[config.mk]
export PLATFORM = sky130hd
export DESIGN_NAME = lowpass_decimator
export DESIGN_NICKNAME = d
export VERILOG_FILES = /design/src/rtl/lowpass_decimator.sv
export SDC_FILE = /design/constraint.sdc
export NUM_CORES = 1
export LEC_CHECK = 0
export ABC_AREA = 1
export CORE_MARGIN = 10
export CORE_UTILIZATION = 50
export DETAILED_ROUTE_END_ITERATION = 8
export PLACE_DENSITY_LB_ADDON = 0.3
export SKIP_CTS_REPAIR_TIMING = 1
export SKIP_LAST_GASP = 1
export SYNTH_ARGS = -nofsm -noshare
export SYNTH_HDL_FRONTEND = slang
export SYNTH_SLANG_ARGS = --single-unit
[constraint.sdc]
create_clock -name clock -period 2.8 [get_ports clock]
set_input_delay 0.84 -clock clock [delete_from_list [all_inputs] [get_ports clock]]
set_output_delay 0.84 -clock clock [all_outputs]
set_load 0.005 [all_outputs]
[src/rtl/lowpass_decimator.sv]
// Output stage of the lowpass FIR: keeps one valid sample in every DECIM,
// rounds it half-up from DW_IN to DW_OUT bits with saturation, and queues
// it in a show-ahead FIFO that drains over a valid/ready handshake.
// Kept samples arriving while the FIFO is full are dropped and counted.
module lowpass_decimator #(
  parameter int DW_IN  = 18,
  parameter int DW_OUT = 16,
  parameter int DECIM  = 4,
  parameter int DEPTH  = 8
) (
  input  logic                     clock,
  input  logic                     reset,
  input  logic [DW_IN-1:0]         din,
  input  logic                     din_valid,
  input  logic                     sync,
  output logic [DW_OUT-1:0]        dout,
  output logic                     dout_valid,
  input  logic                     dout_ready,
  output logic [$clog2(DEPTH):0]   level,
  output logic                     overflow,
  output logic [7:0]               drop_count
);

  localparam int SH = DW_IN - DW_OUT;
  localparam int PW = (DECIM > 1) ? $clog2(DECIM) : 1;
  localparam int AW = (DEPTH > 1) ? $clog2(DEPTH) : 1;
  localparam int CW = $clog2(DEPTH) + 1;

  localparam logic [PW-1:0] PH_LAST  = PW'(DECIM - 1);
  // Phase after a sync that coincides with a kept sample.
  localparam logic [PW-1:0] PH_SYNC  = (DECIM == 1) ? {PW{1'b0}} : PW'(1'b1);
  localparam logic [CW-1:0] CNT_FULL = CW'(DEPTH);

  localparam logic signed [DW_IN:0] RND_C = {{DW_IN{1'b0}}, 1'b1} << (SH - 1);
  localparam logic signed [DW_IN:0] MAX_C = {{(SH + 2){1'b0}}, {(DW_OUT - 1){1'b1}}};
  localparam logic signed [DW_IN:0] MIN_C = ~MAX_C;

  // Round half-up by SH bits in DW_IN+1 signed bits, then clamp to DW_OUT.
  function automatic logic [DW_OUT-1:0] round_sat(input logic [DW_IN-1:0] x);
    logic signed [DW_IN:0] t;
    logic signed [DW_IN:0] r;
    logic [DW_OUT-1:0]     y;
    t = $signed({x[DW_IN-1], x}) + RND_C;
    r = t >>> SH;
    if (r > MAX_C) begin
      y = MAX_C[DW_OUT-1:0];
    end else if (r < MIN_C) begin
      y = MIN_C[DW_OUT-1:0];
    end else begin
      y = r[DW_OUT-1:0];
    end
    return y;
  endfunction

  logic [PW-1:0]     phase_q, phase_d;
  logic              rv_q, rv_d;
  logic [DW_OUT-1:0] stage_q, stage_d;
  logic [DW_OUT-1:0] mem_q [DEPTH];
  logic [DW_OUT-1:0] mem_d [DEPTH];
  logic [AW-1:0]     wr_ptr_q, wr_ptr_d;
  logic [AW-1:0]     rd_ptr_q, rd_ptr_d;
  logic [CW-1:0]     count_q, count_d;
  logic              overflow_q, overflow_d;
  logic [7:0]        drop_count_q, drop_count_d;

  logic keep_s, pop_s, push_s, drop_s, full_s, empty_s;

  // Decimation phase, keep decision and round/saturate stage register.
  always_comb begin
    phase_d = phase_q;
    keep_s  = din_valid & ((phase_q == {PW{1'b0}}) | sync);
    rv_d    = keep_s;
    stage_d = stage_q;
    if (keep_s) begin
      stage_d = round_sat(din);
    end else begin
      stage_d = stage_q;
    end
    if (din_valid) begin
      if (sync) begin
        phase_d = PH_SYNC;
      end else if (phase_q == PH_LAST) begin
        phase_d = {PW{1'b0}};
      end else begin
        phase_d = phase_q + PW'(1'b1);
      end
    end else if (sync) begin
      phase_d = {PW{1'b0}};
    end else begin
      phase_d = phase_q;
    end
  end

  // FIFO push/pop, occupancy and drop accounting.
  always_comb begin
    mem_d        = mem_q;
    wr_ptr_d     = wr_ptr_q;
    rd_ptr_d     = rd_ptr_q;
    count_d      = count_q;
    overflow_d   = overflow_q;
    drop_count_d = drop_count_q;
    empty_s      = (count_q == {CW{1'b0}});
    full_s       = (count_q == CNT_FULL);
    pop_s        = ~empty_s & dout_ready;
    push_s       = rv_q & (~full_s | pop_s);
    drop_s       = rv_q & full_s & ~pop_s;
    if (push_s) begin
      mem_d[wr_ptr_q] = stage_q;
      wr_ptr_d        = wr_ptr_q + AW'(1'b1);
    end else begin
      wr_ptr_d = wr_ptr_q;
    end
    if (pop_s) begin
      rd_ptr_d = rd_ptr_q + AW'(1'b1);
    end else begin
      rd_ptr_d = rd_ptr_q;
    end
    case ({push_s, pop_s})
      2'b10:   count_d = count_q + CW'(1'b1);
      2'b01:   count_d = count_q - CW'(1'b1);
      default: count_d = count_q;
    endcase
    if (drop_s) begin
      overflow_d = 1'b1;
      if (drop_count_q != 8'hFF) begin
        drop_count_d = drop_count_q + 8'd1;
      end else begin
        drop_count_d = drop_count_q;
      end
    end else begin
      overflow_d   = overflow_q;
      drop_count_d = drop_count_q;
    end
  end

  // State registers with synchronous reset; reset discards any in-flight sample.
  always_ff @(posedge clock) begin
    if (reset) begin
      phase_q      <= {PW{1'b0}};
      rv_q         <= 1'b0;
      stage_q      <= {DW_OUT{1'b0}};
      mem_q        <= '{default: '0};
      wr_ptr_q     <= {AW{1'b0}};
      rd_ptr_q     <= {AW{1'b0}};
      count_q      <= {CW{1'b0}};
      overflow_q   <= 1'b0;
      drop_count_q <= 8'd0;
    end else begin
      phase_q      <= phase_d;
      rv_q         <= rv_d;
      stage_q      <= stage_d;
      mem_q        <= mem_d;
      wr_ptr_q     <= wr_ptr_d;
      rd_ptr_q     <= rd_ptr_d;
      count_q      <= count_d;
      overflow_q   <= overflow_d;
      drop_count_q <= drop_count_d;
    end
  end

  assign dout       = mem_q[rd_ptr_q];
  assign dout_valid = (count_q != {CW{1'b0}});
  assign level      = count_q;
  assign overflow   = overflow_q;
  assign drop_count = drop_count_q;

endmodule

==> results of run 1 <==
[flip-flops by register name, indices dropped and copies added (netlist names)]
| name | flops |
|---|---|
| drop_count | 8 |
| level | 4 |
| mem_q | 128 |
| overflow | 1 |
| phase_q | 2 |
| rd_ptr_q | 3 |
| rv_q | 1 |
| stage_q | 16 |
| wr_ptr_q | 3 |
[layer usage]
layer	routed length [um]	share of wire, %
met2	9951	47
met1	9108	43
met3	1365	6.5
met5	0	0
met4	596	2.8
[worst max-delay path: stages (launching register included)]
cell,delay (ns)
dfxtp_4,0.37
inv_2,0.06
buf_4,0.20
a21oi_1,0.12
o21ai_0,0.09
nand2_1,0.06
nor2_1,0.06
a31oi_2,0.22
clkdlybuf4s50_1,0.55
[cell type report]
type                            count  area (um^2)
Tap cell                          211        264.0
Clock buffer                       17        425.4
Timing Repair Buffer               84        935.9
Multi-Input combinational cell    728         3701
Sequential cell                   166         3331
Clock inverter                     15        181.4
Inverter                          107        406.6
Fill cell                        1398         6013
[layout by cell type, fill, tap and decap left out, drive strengths merged]
master         synthesis  layout
nor3                   7       7
xnor2                  9       9
nand3                 84      84
buf                   40      33
bufinv                 0       2
fa                     1       1
and3                   1       1
dlymetal6s2s           0      15
clkbuf                46      18
clkdlybuf4s50          0      35
o21a                   1       1
ha                     9       9
xor2                   6       6
dfxtp                166     166
inv                  104     113
o21bai                 1       1
a31oi                 17      17
clkinvlp               0       2
or2                    1       1
nand4                  1       1
o21ai                157     157
clkinv                 3       5
nand3b                 1       1
a21oi                227     227
nor2                  50      50
nand2                155     155
[worst max-delay path by stage]
stage	start	to	slack, ns	cells past startpoint
after floorplan	dout_ready	level[3]$_SDFFE_PP0P_	0.54	13
after global placement	dout_ready	level[3]$_SDFFE_PP0P_	0.05	14
after detailed placement	din[1]	stage_q[0]$_SDFFE_PP0P_	-0.02	9
after CTS	rd_ptr_q[1]$_SDFFE_PP0N_	dout[1]	-0.34	8
after global routing	rd_ptr_q[1]$_SDFFE_PP0N_	dout[1]	-0.27	8
final	rd_ptr_q[1]$_SDFFE_PP0N_	dout[1]	-0.21	8
[power by group]
group          internal, mW  switching [mW]
Sequential             2.46           0.124
Combinational         0.884            1.11
Clock                  1.35            1.06
[logic make-up (layout without fill, tap and decap cells)]
group	count (synthesis)	count (layout)	share of synthesized area, %
buffers and inverters	193	223	10.09
and+or+nand+nor	300	300	17.23
DFF	166	166	42.61
adders and majority gates	10	10	1.701
xor gates and xnor gates	15	15	1.685
AOI/OAI and AO/OA	403	403	26.68
[metrics by stage]
stage	worst slack [ns]	utilization, %	cell area [um^2]
final	-0.2083	60.59	9245
after global routing	-0.2678	60.59	9245
after CTS	-0.3446	59.91	9141
after detailed placement	-0.02473	55.93	8534
after global placement	0.04526	55.93	8534
after floorplan	0.5434	-	7799
==> summary.md, run 1 <==
| Metric | Value |
|---|---|
| TritonCTS clock tree | `built` |
| Wirelength per Cell | `15.83 um` |
| Slew headroom | `42.66%` |
| Port Buffer Count | `51` |
| Cell Rows | `45` |
| Number of flops mapped to enable cells by yosys | `0` |
| Routing usage on met1 | `25.44%` |
| Clock sinks | `166` |
| Total CTS buffers | `17` |
| Setup crit end kind | `primary output` |
| Critical path class | `flip-flop to primary output` |
| Type of origin of the critical path | `flip-flop` |
| CP required | `1.96 ns` |
| Synth Register Bits | `166` |
| Pwr/cell area | `755.9 mW/mm^2` |
| Mean number of vias per cell | `5.486` |
| GR peak layer | `met2` |
| Mapped Avg Cell Area | `7.175 um^2` |
| RD Place Congestion | `0.8716` |
| Final setup fails | `1` |
| Top post-synthesis cells by count | `217 x a21oi_1, 166 x dfxtp_1, 153 x o21ai_0, 142 x nand2_1, 102 x inv_1` |
| Initial antenna violation count | `0` |
| Hold_ws | `0.4511 ns` |
| VDD IR-drop max | `451.9 uV` |
| Clk Latency, worst-skew pair | `0.44 ns` |
| Hold Path Origin | `mem_q[92]$_SDFFE_PP0P_` |
| Post-Synthesis Cells | `1087` |
| Final WS setup | `-0.2083 ns` |
| Synth top area share | `42.61%` |
| Register area share after synthesis | `42.61%` |
| TNS Setup | `-0.2083 ns` |
| Initial DRC Count | `736` |
| Drt pass-1 iters | `5` |
| RSZ-0062 raised after global routing | `yes` |
| Vias | `7285` |
| Final instance count without filler cells | `1328` |
| GRT overflow | `0` |
| Placed Cells | `1294` |
| Worst Tran Pin Value | `0.8601 ns` |
| Mapped cell area | `0.007799 mm^2` |
| Hold WC Path Type | `flip-flop to flip-flop` |
| Critical Path Fanout Max | `16` |
| Clock transition at path regs | `0.07 ns` |
| MaxCap Viol Count | `0` |
| Status | `finished with violations` |
| R2R cell count | `14` |
| Clock Tree Buf Depth | `2` |
| Final slew viol count | `0` |
| Global-route wire length before repair | `33910 um` |
| Worst Hold Depth | `2` |
| Final hold violations | `0` |
| Total power | `6.988 mW` |
| Final HPWL DP | `12960 um` |
| Pin count of the biggest net entering global routing | `92` |
| Overall Global Routing Usage | `20.16%` |
| # IOs | `53` |
| Met2 Use GR | `33.09%` |
| Asr flop ratio synth | `0%` |
| Reg2reg end | `level[3]$_SDFFE_PP0P_` |
| CTS H-Tree Depth | `4` |
| Remaining DRCs | `0` |
| Final worst path period need | `3.008 ns` |
| Die area | `0.02099 mm^2` |
| Aggregate routed wire length | `21020 um` |
| Fmax | `0.3324 GHz` |
| Synth warnings | `0` |
| Die Height | `144.9 um` |
| Failing checks | `negative setup slack` |
| Starting density of the core | `51.11%` |
| Static Leak | `3.518 nW` |
| Synth top area cells | `dfxtp_1 43%, a21oi_1 14%, o21ai_0 9.8%, nand2_1 6.8%, nand3_1 5.2%` |
| Final #Nets | `1137` |
| R2R Path Start | `level[1]$_SDFFE_PP0P_` |
| R2r setup slk | `0.77 ns` |
| Arr. time, crit path | `2.17 ns` |
| CTS Root Cell | `clkbuf_16` |
| Core ar. | `0.01526 mm^2` |
| Grt met3 use | `3.325%` |
| Most frequent cell after synthesis | `a21oi_1` |
| Final period util | `107.4%` |
| Die Width | `144.9 um` |
| Worst Skew | `0.01341 ns` |
| Ys flop type | `dfxtp_1` |
| Area delta synth->final | `18.55%` |
| Diode count | `0` |
| Post-DRT Antenna Nets | `0` |
| Hold endpoint | `mem_q[92]$_SDFFE_PP0P_` |
| Leading area contributor after synthesis | `dfxtp_1` |
| Vias in the first global route | `6714` |
| Mapped Nets | `1120` |
| Layout cells sized above 1 | `9.848%` |
| Synth cell types | `34` |
No activity file was read; power rests on OpenSTA's default activity.
==> run 2: changes to the inputs <==
- CORE_UTILIZATION: 50 -> 59
- CTS_CLUSTER_DIAMETER: unset -> 200
- SLEW_MARGIN: unset -> 20
==> run 2 against run 1 <==
  * The run still ends with negative setup slack left
  * Cell count fell by 2.9%
  * Utilization rose by 10 points
  * Combinational power barely moved
  * Global-route usage rose by 2.5 points
  * Clock skew fell by 0.0064 ns
  * Sequential power barely moved
  * Via count rose by 2.4%
  * Fmax barely moved
  * Die area fell by 13%
  * Highest routed layer unchanged
==> summary.md, run 2 (synthesis gave the netlist of run 1 again) <==
| Metric | Value |
|---|---|
| Status | `finished with violations` |
| Failing checks | `negative setup slack` |
| Placed Cells | `1256` |
| Final period util | `107.5%` |
| Remaining DRCs | `0` |
| Aggregate routed wire length | `20840 um` |
| Critical path class | `flip-flop to primary output` |
| Total of fill cells in the finished design | `1036` |
| Port Buffer Count | `51` |
| Final instance area | `0.009054 mm^2` |
| GRT overflow | `0` |
| Die Width | `135.0 um` |
| MaxCap Viol Count | `0` |
| Slew headroom | `68.29%` |
| Die area | `0.01822 mm^2` |
| CP required | `1.96 ns` |
| Vias | `7459` |
| Final setup fails | `1` |
| Final #Nets | `1138` |
| Drt pass-1 iters | `7` |
| Static Leak | `3.435 nW` |
| Die Height | `135.0 um` |
| Final HPWL DP | `13070 um` |
| CP Capture Point | `dout[5]` |
| Pin count of the biggest net entering global routing | `51` |
| Area of placed instances | `0.008418 mm^2` |
| Largest Register | `mem_q` |
| Clock sinks | `166` |
| Worst Tran Pin Value | `0.4751 ns` |
| Pwr/cell area | `742.4 mW/mm^2` |
| Setup crit end kind | `primary output` |
| VDD IR-drop max | `469.1 uV` |
| R2r setup slk | `0.76 ns` |
| Global-route wire length before repair | `33840 um` |
| Clock transition at path regs | `0.06 ns` |
| Initial antenna violation count | `0` |
| Vias in the first global route | `6956` |
| Number of flip-flops in the largest register | `128` |
| RSZ-0062 raised after global routing | `yes` |
| Overall Global Routing Usage | `22.62%` |
| R2R Path Start | `level[1]$_SDFFE_PP0P_` |
| Clk Latency, worst-skew pair | `0.43 ns` |
| Final instance count without filler cells | `1290` |
| Layout cells sized above 1 | `9.660%` |
| Worst Setup SP | `rd_ptr_q[0]$_SDFFE_PP0N_` |
| Final hold violations | `0` |
| Most frequent cells in the layout | `217 x a21oi_1, 165 x dfxtp_1, 153 x o21ai_0` |
| Post-Route Utilization | `70.88%` |
| CTS H-Tree Depth | `4` |
| Clock Tree Buf Depth | `2` |
| # IOs | `53` |
| Worst Skew | `0.006964 ns` |
| Wirelength per Cell | `16.15 um` |
| R2R cell count | `14` |
| Hold WC Path Type | `flip-flop to flip-flop` |
| Area delta synth->final | `16.09%` |
| TNS Setup | `-0.2110 ns` |
| Initial DRC Count | `763` |
| Diode count | `0` |
| Total power | `6.721 mW` |
| Cell Rows | `41` |
| RD Place Congestion | `0.8421` |
| Fmax | `0.3321 GHz` |
| Starting density of the core | `61.05%` |
| Post-DRT Antenna Nets | `0` |
| Commonest non-fill, non-tap cell in the layout | `a21oi_1` |
| Mean number of vias per cell | `5.782` |
| Worst path max stage delay | `0.47 ns` |
| Critical Path Fanout Max | `24` |
| Arr. time, crit path | `2.17 ns` |
| Final slew viol count | `0` |
| Core ar. | `0.01277 mm^2` |
| CP max-delay cell | `clkdlybuf4s50_1` |
| CTS Root Cell | `clkbuf_16` |
| TritonCTS clock tree | `built` |
| Type of origin of the critical path | `flip-flop` |
| Final WS setup | `-0.2110 ns` |
| CP Cell Sequence | `clkinvlp_4 -> buf_4 -> clkbuf_16 -> o21ai_0 -> nand2_1 -> nor2_1 -> a31oi_1 -> clkdlybuf4s50_1` |
| Reg2reg end | `level[3]$_SDFFE_PP0P_` |
| Total CTS buffers | `17` |
| Final worst path period need | `3.011 ns` |
[run 2: changes by cell type in the layout (fill, tap and decap cells not counted), moves of 4 or more]
| cell | before | now |
|---|---|---|
| inv_8 | 4 | 0 |
| clkbuf_8 | 0 | 4 |
| buf_4 | 21 | 27 |
| buf_12 | 8 | 3 |
[run 2: cell type report]
class,instances,area (um^2),area share [%]
multi-input cells,728,3695,40.81
flip-flops and latches,166,3327,36.75
repair buffers,85,849.6,9.384
clock buffers,23,488.0,5.390
inverters,107,410.4,4.533
well taps,172,215.2,2.377
clock inverters,9,68.82,0.7601
[run 2: how the worst min path moves through the flow]
stage | end | slack [ns] | cells after the start | start
2_1_floorplan | mem_q[17]$_SDFFE_PP0P_ | 0.43 | 2 | mem_q[17]$_SDFFE_PP0P_
3_3_place_gp | mem_q[17]$_SDFFE_PP0P_ | 0.44 | 2 | mem_q[17]$_SDFFE_PP0P_
3_5_place_dp | mem_q[99]$_SDFFE_PP0P_ | 0.44 | 2 | mem_q[99]$_SDFFE_PP0P_
4_1_cts | mem_q[43]$_SDFFE_PP0P_ | 0.46 | 2 | mem_q[43]$_SDFFE_PP0P_
5_1_grt | mem_q[108]$_SDFFE_PP0P_ | 0.47 | 2 | mem_q[108]$_SDFFE_PP0P_
6_report | mem_q[43]$_SDFFE_PP0P_ | 0.45 | 2 | mem_q[43]$_SDFFE_PP0P_
[run 2: layer usage]
metal  wire, um  share of wire [%]  global-route usage [%]  up-vias
met5          0                  0                       0        -
met1       8700                 42                   28.15     3393
li1           -                  -                       -     3667
met2       9899                 48                   37.62      344
met3       1780                8.5                   5.230       55
met4        455                2.2                   7.656        0
[run 2: through the flow]
step | setup slack (ns) | hold WS (ns)
3_5_place_dp | 0.01049 | 0.4445
2_1_floorplan | 0.5434 | 0.4291
5_1_grt | -0.3144 | 0.4723
3_3_place_gp | 0.08013 | 0.4383
6_report | -0.2110 | 0.4502
4_1_cts | -0.3528 | 0.4554
[run 2: power breakdown]
| group | switching (mW) | internal [mW] | total (mW) |
|---|---|---|---|
| Sequential | 0.119 | 2.46 | 2.57 |
| Combinational | 1.14 | 0.829 | 1.97 |
| Clock | 0.948 | 1.23 | 2.18 |
[run 2: worst max-delay path: cells and delay by family, from the launching register on]
kind,cells,cell delay (ns)
compound gates,2,0.23
flops,1,0.38
simple gates,2,0.17
buf+inv,4,0.96
==> RTL edit: new RTL, config.mk and constraints of run 1 <==
The parameter `DECIM` goes from 4 to 8.
--- a/src/rtl/lowpass_decimator.sv
+++ b/src/rtl/lowpass_decimator.sv
@@ -5,7 +5,7 @@
 module lowpass_decimator #(
   parameter int DW_IN  = 18,
   parameter int DW_OUT = 16,
-  parameter int DECIM  = 4,
+  parameter int DECIM  = 8,
   parameter int DEPTH  = 8
 ) (
   input  logic                     clock,
Function: changed (a bounded check fails within 10 cycles, from zero or initial values and one cycle with reset high).
==> RTL edit against run 1 <==
The run still ends with negative setup slack left. Critical endpoint is now dout[8]. Utilization is 0.62 points lower. Largest power group unchanged. Power is 4.6% higher. Final area is 3.4% higher. Area after synthesis is 4.8% higher. Final cell count is 3.2% higher. Setup slack better by 0.12 ns. Global-route usage is 0.88 points lower. Critical path depth is 3 higher. Sequential cell count is 1 higher. Highest routed layer unchanged. Via count is 3.3% higher. Synthesized cell count is 3.1% higher. Routed wire length is 6.1% higher.
==> RTL edit: results (changes against run 1) <==
stage,metric,value,unit,change
setup_path,cp_top_family,buffers and inverters,,
pwr,vdd.ir_drop.worst,0.4749,mV,+5.1%
hold_path,hold_class,reg -> reg,,
clocking,numCtsBuffers,17,,unchanged
setup_path,critical_path_arrival,2.05,ns,-0.12 ns
pwr,p_per_area,764.3,nW/µm²,+1.1%
setup_path,reg2reg_from,level[1]$_SDFFE_PP0P_,,
sta,finalHoldWorstSlack,0.4517,ns,+0.0005640 ns
global_routing,grtUsageTotal,19.28,%,-0.88 points
synth,syn_area_per_cell,7.291,µm²,+1.6%
sta,tns,-0.4157,ns,-0.2074 ns
placed_design,dp.cells,1327,,+2.6%
final_layout,drive_above_1_share,12.73,%,+2.9 points
pwr,p_leak,3.694,nW,+5.0%
final_layout,antenna_cells,0,,unchanged
setup_path,r2r_slack,0.74,ns,-0.03 ns
final_layout,largest_register_ffs,128,,unchanged
final_layout,num-fill-cells,1490,,+6.6%
drt,drt_iter0_drc,657,,-11%
status,status,finished with violations,,
synth,synth.distinct_cells,38,,+12%
placed_design,postPlaceCellArea,8722,µm²,+2.2%
sta,skew,0.01289,ns,-0.0005237 ns
global_routing,grt_pass1_wl,34670,µm,+2.2%
clocking,cts_max_path_buffers,2,,unchanged
hold_path,min_to,mem_q[35]$_SDFFE_PP0P_,,
drt,dr.pass1.iters,5,,unchanged
sta,finalWorstSetupSlack,-0.09215,ns,+0.1161 ns
global_routing,grt_pass1_vias,7001,,+4.3%
setup_path,slowest_delay,0.38,ns,-0.17 ns
placed_design,dp.final_hpwl,13300,µm,+2.6%
synth,synth_area_leaders,"dfxtp_1 41%, a21oi_1 13%, nand2_1 6.7%",,
sta,worstMarginPinSlew,0.9459,ns,+0.08580 ns
final_layout,nNetsFinal,1176,,+3.4%
status,violations,negative setup slack,,
drt,routed_via_density,5.491,,about the same
placed_design,globalplace.congestion,0.8647,,-0.79%
global_routing,grt_max_degree,82,,-11%
final_layout,final_cells,1371,,+3.2%
final_layout,top_register,mem_q,,
setup_path,r2r_cells,14,,unchanged
pwr,internal_power,4.929,mW,+5.0%
hold_path,hold_path_depth,2,,unchanged
clocking,insertion_delay,0.43,ns,
hold_path,hold_start,mem_q[35]$_SDFFE_PP0P_,,
synth,yosysSeqAreaShare,40.91,%,-1.7 points
synth,yosys_warnings,0,,unchanged
drt,wl_per_cell,16.27,µm,+2.8%
synth,synthTopCellsByCount,"211 x a21oi_1, 167 x dfxtp_1, 145 x nand2_1",,
sta,setup_viol,11,,+10
setup_path,path_max_fanout,8,,-8
setup_path,crit_slowest_cell,dfxtp_4,,
-- RTL edit: changes by cell type after synthesis, moves of 8 or more --
cell,before,now
inv_1,102,110
o21ai_0,153,91
buf_6,1,14
o21ai_1,4,59
nor2_1,42,60
clkbuf_1,46,30
-- RTL edit: layout make-up --
| cell class | instances | share of cell area (%) |
|---|---|---|
| sequential | 167 | 35.00 |
| timing repair buffer | 88 | 9.317 |
| clock inverter | 13 | 2.028 |
| multi-input combinational | 753 | 41.56 |
| tap | 216 | 2.826 |
| clock buffer | 19 | 4.632 |
| inverter | 115 | 4.632 |
-- RTL edit: per-stage QoR --
stage	worst slack (ns)	power, mW
floorplan	0.5519	3.734
global placement	0.05684	4.560
detailed placement	0.02854	4.581
CTS	-0.3557	7.108
global route	-0.1759	7.621
finish	-0.09215	7.308
-- RTL edit: how the worst max path moves through the flow --
stage,from,cells after the start,to,slack [ns]
2_1_floorplan,dout_ready,13,level[3]$_SDFFE_PP0P_,0.55
3_3_place_gp,dout_ready,14,level[3]$_SDFFE_PP0P_,0.06
3_5_place_dp,dout_ready,14,level[3]$_SDFFE_PP0P_,0.03
4_1_cts,rd_ptr_q[0]$_SDFFE_PP0P_,8,dout[3],-0.36
5_1_grt,rd_ptr_q[0]$_SDFFE_PP0P_,11,dout[8],-0.18
6_report,rd_ptr_q[0]$_SDFFE_PP0P_,11,dout[8],-0.09
-- RTL edit: logic make-up (layout without fill, tap and decap cells) --
group	after synthesis	count (layout)	synth area share, %
compound gates	390	390	24.66
xor+xnor	16	16	1.715
fa+ha+maj	11	11	1.776
buf+inv	201	235	11.37
flops	167	167	40.91
simple gates	336	336	19.57
-- RTL edit: metal layers --
metal	up-vias	global-route usage (%)	routed length, µm	share of wire [%]
met5	-	0	0	0
met4	0	6.838	455	2.0
met3	34	3.999	1670	7.5
met2	285	33.14	10700	48
met1	3430	23.30	9479	42
li1	3779	-	-	-
-- RTL edit: worst min-delay path: stages (launching register included) --
cell	delay, ns
dfxtp_1	0.30
inv_1	0.06
a21oi_1	0.05
-- RTL edit: power groups by stage --
stage	registers (mW)	logic, mW	clock network [mW]
2_1_floorplan	2.56	1.18	0
3_3_place_gp	2.62	1.94	0
3_5_place_dp	2.63	1.96	0
4_1_cts	2.57	1.96	2.57
5_1_grt	2.59	2.36	2.67
6_report	2.58	2.17	2.56
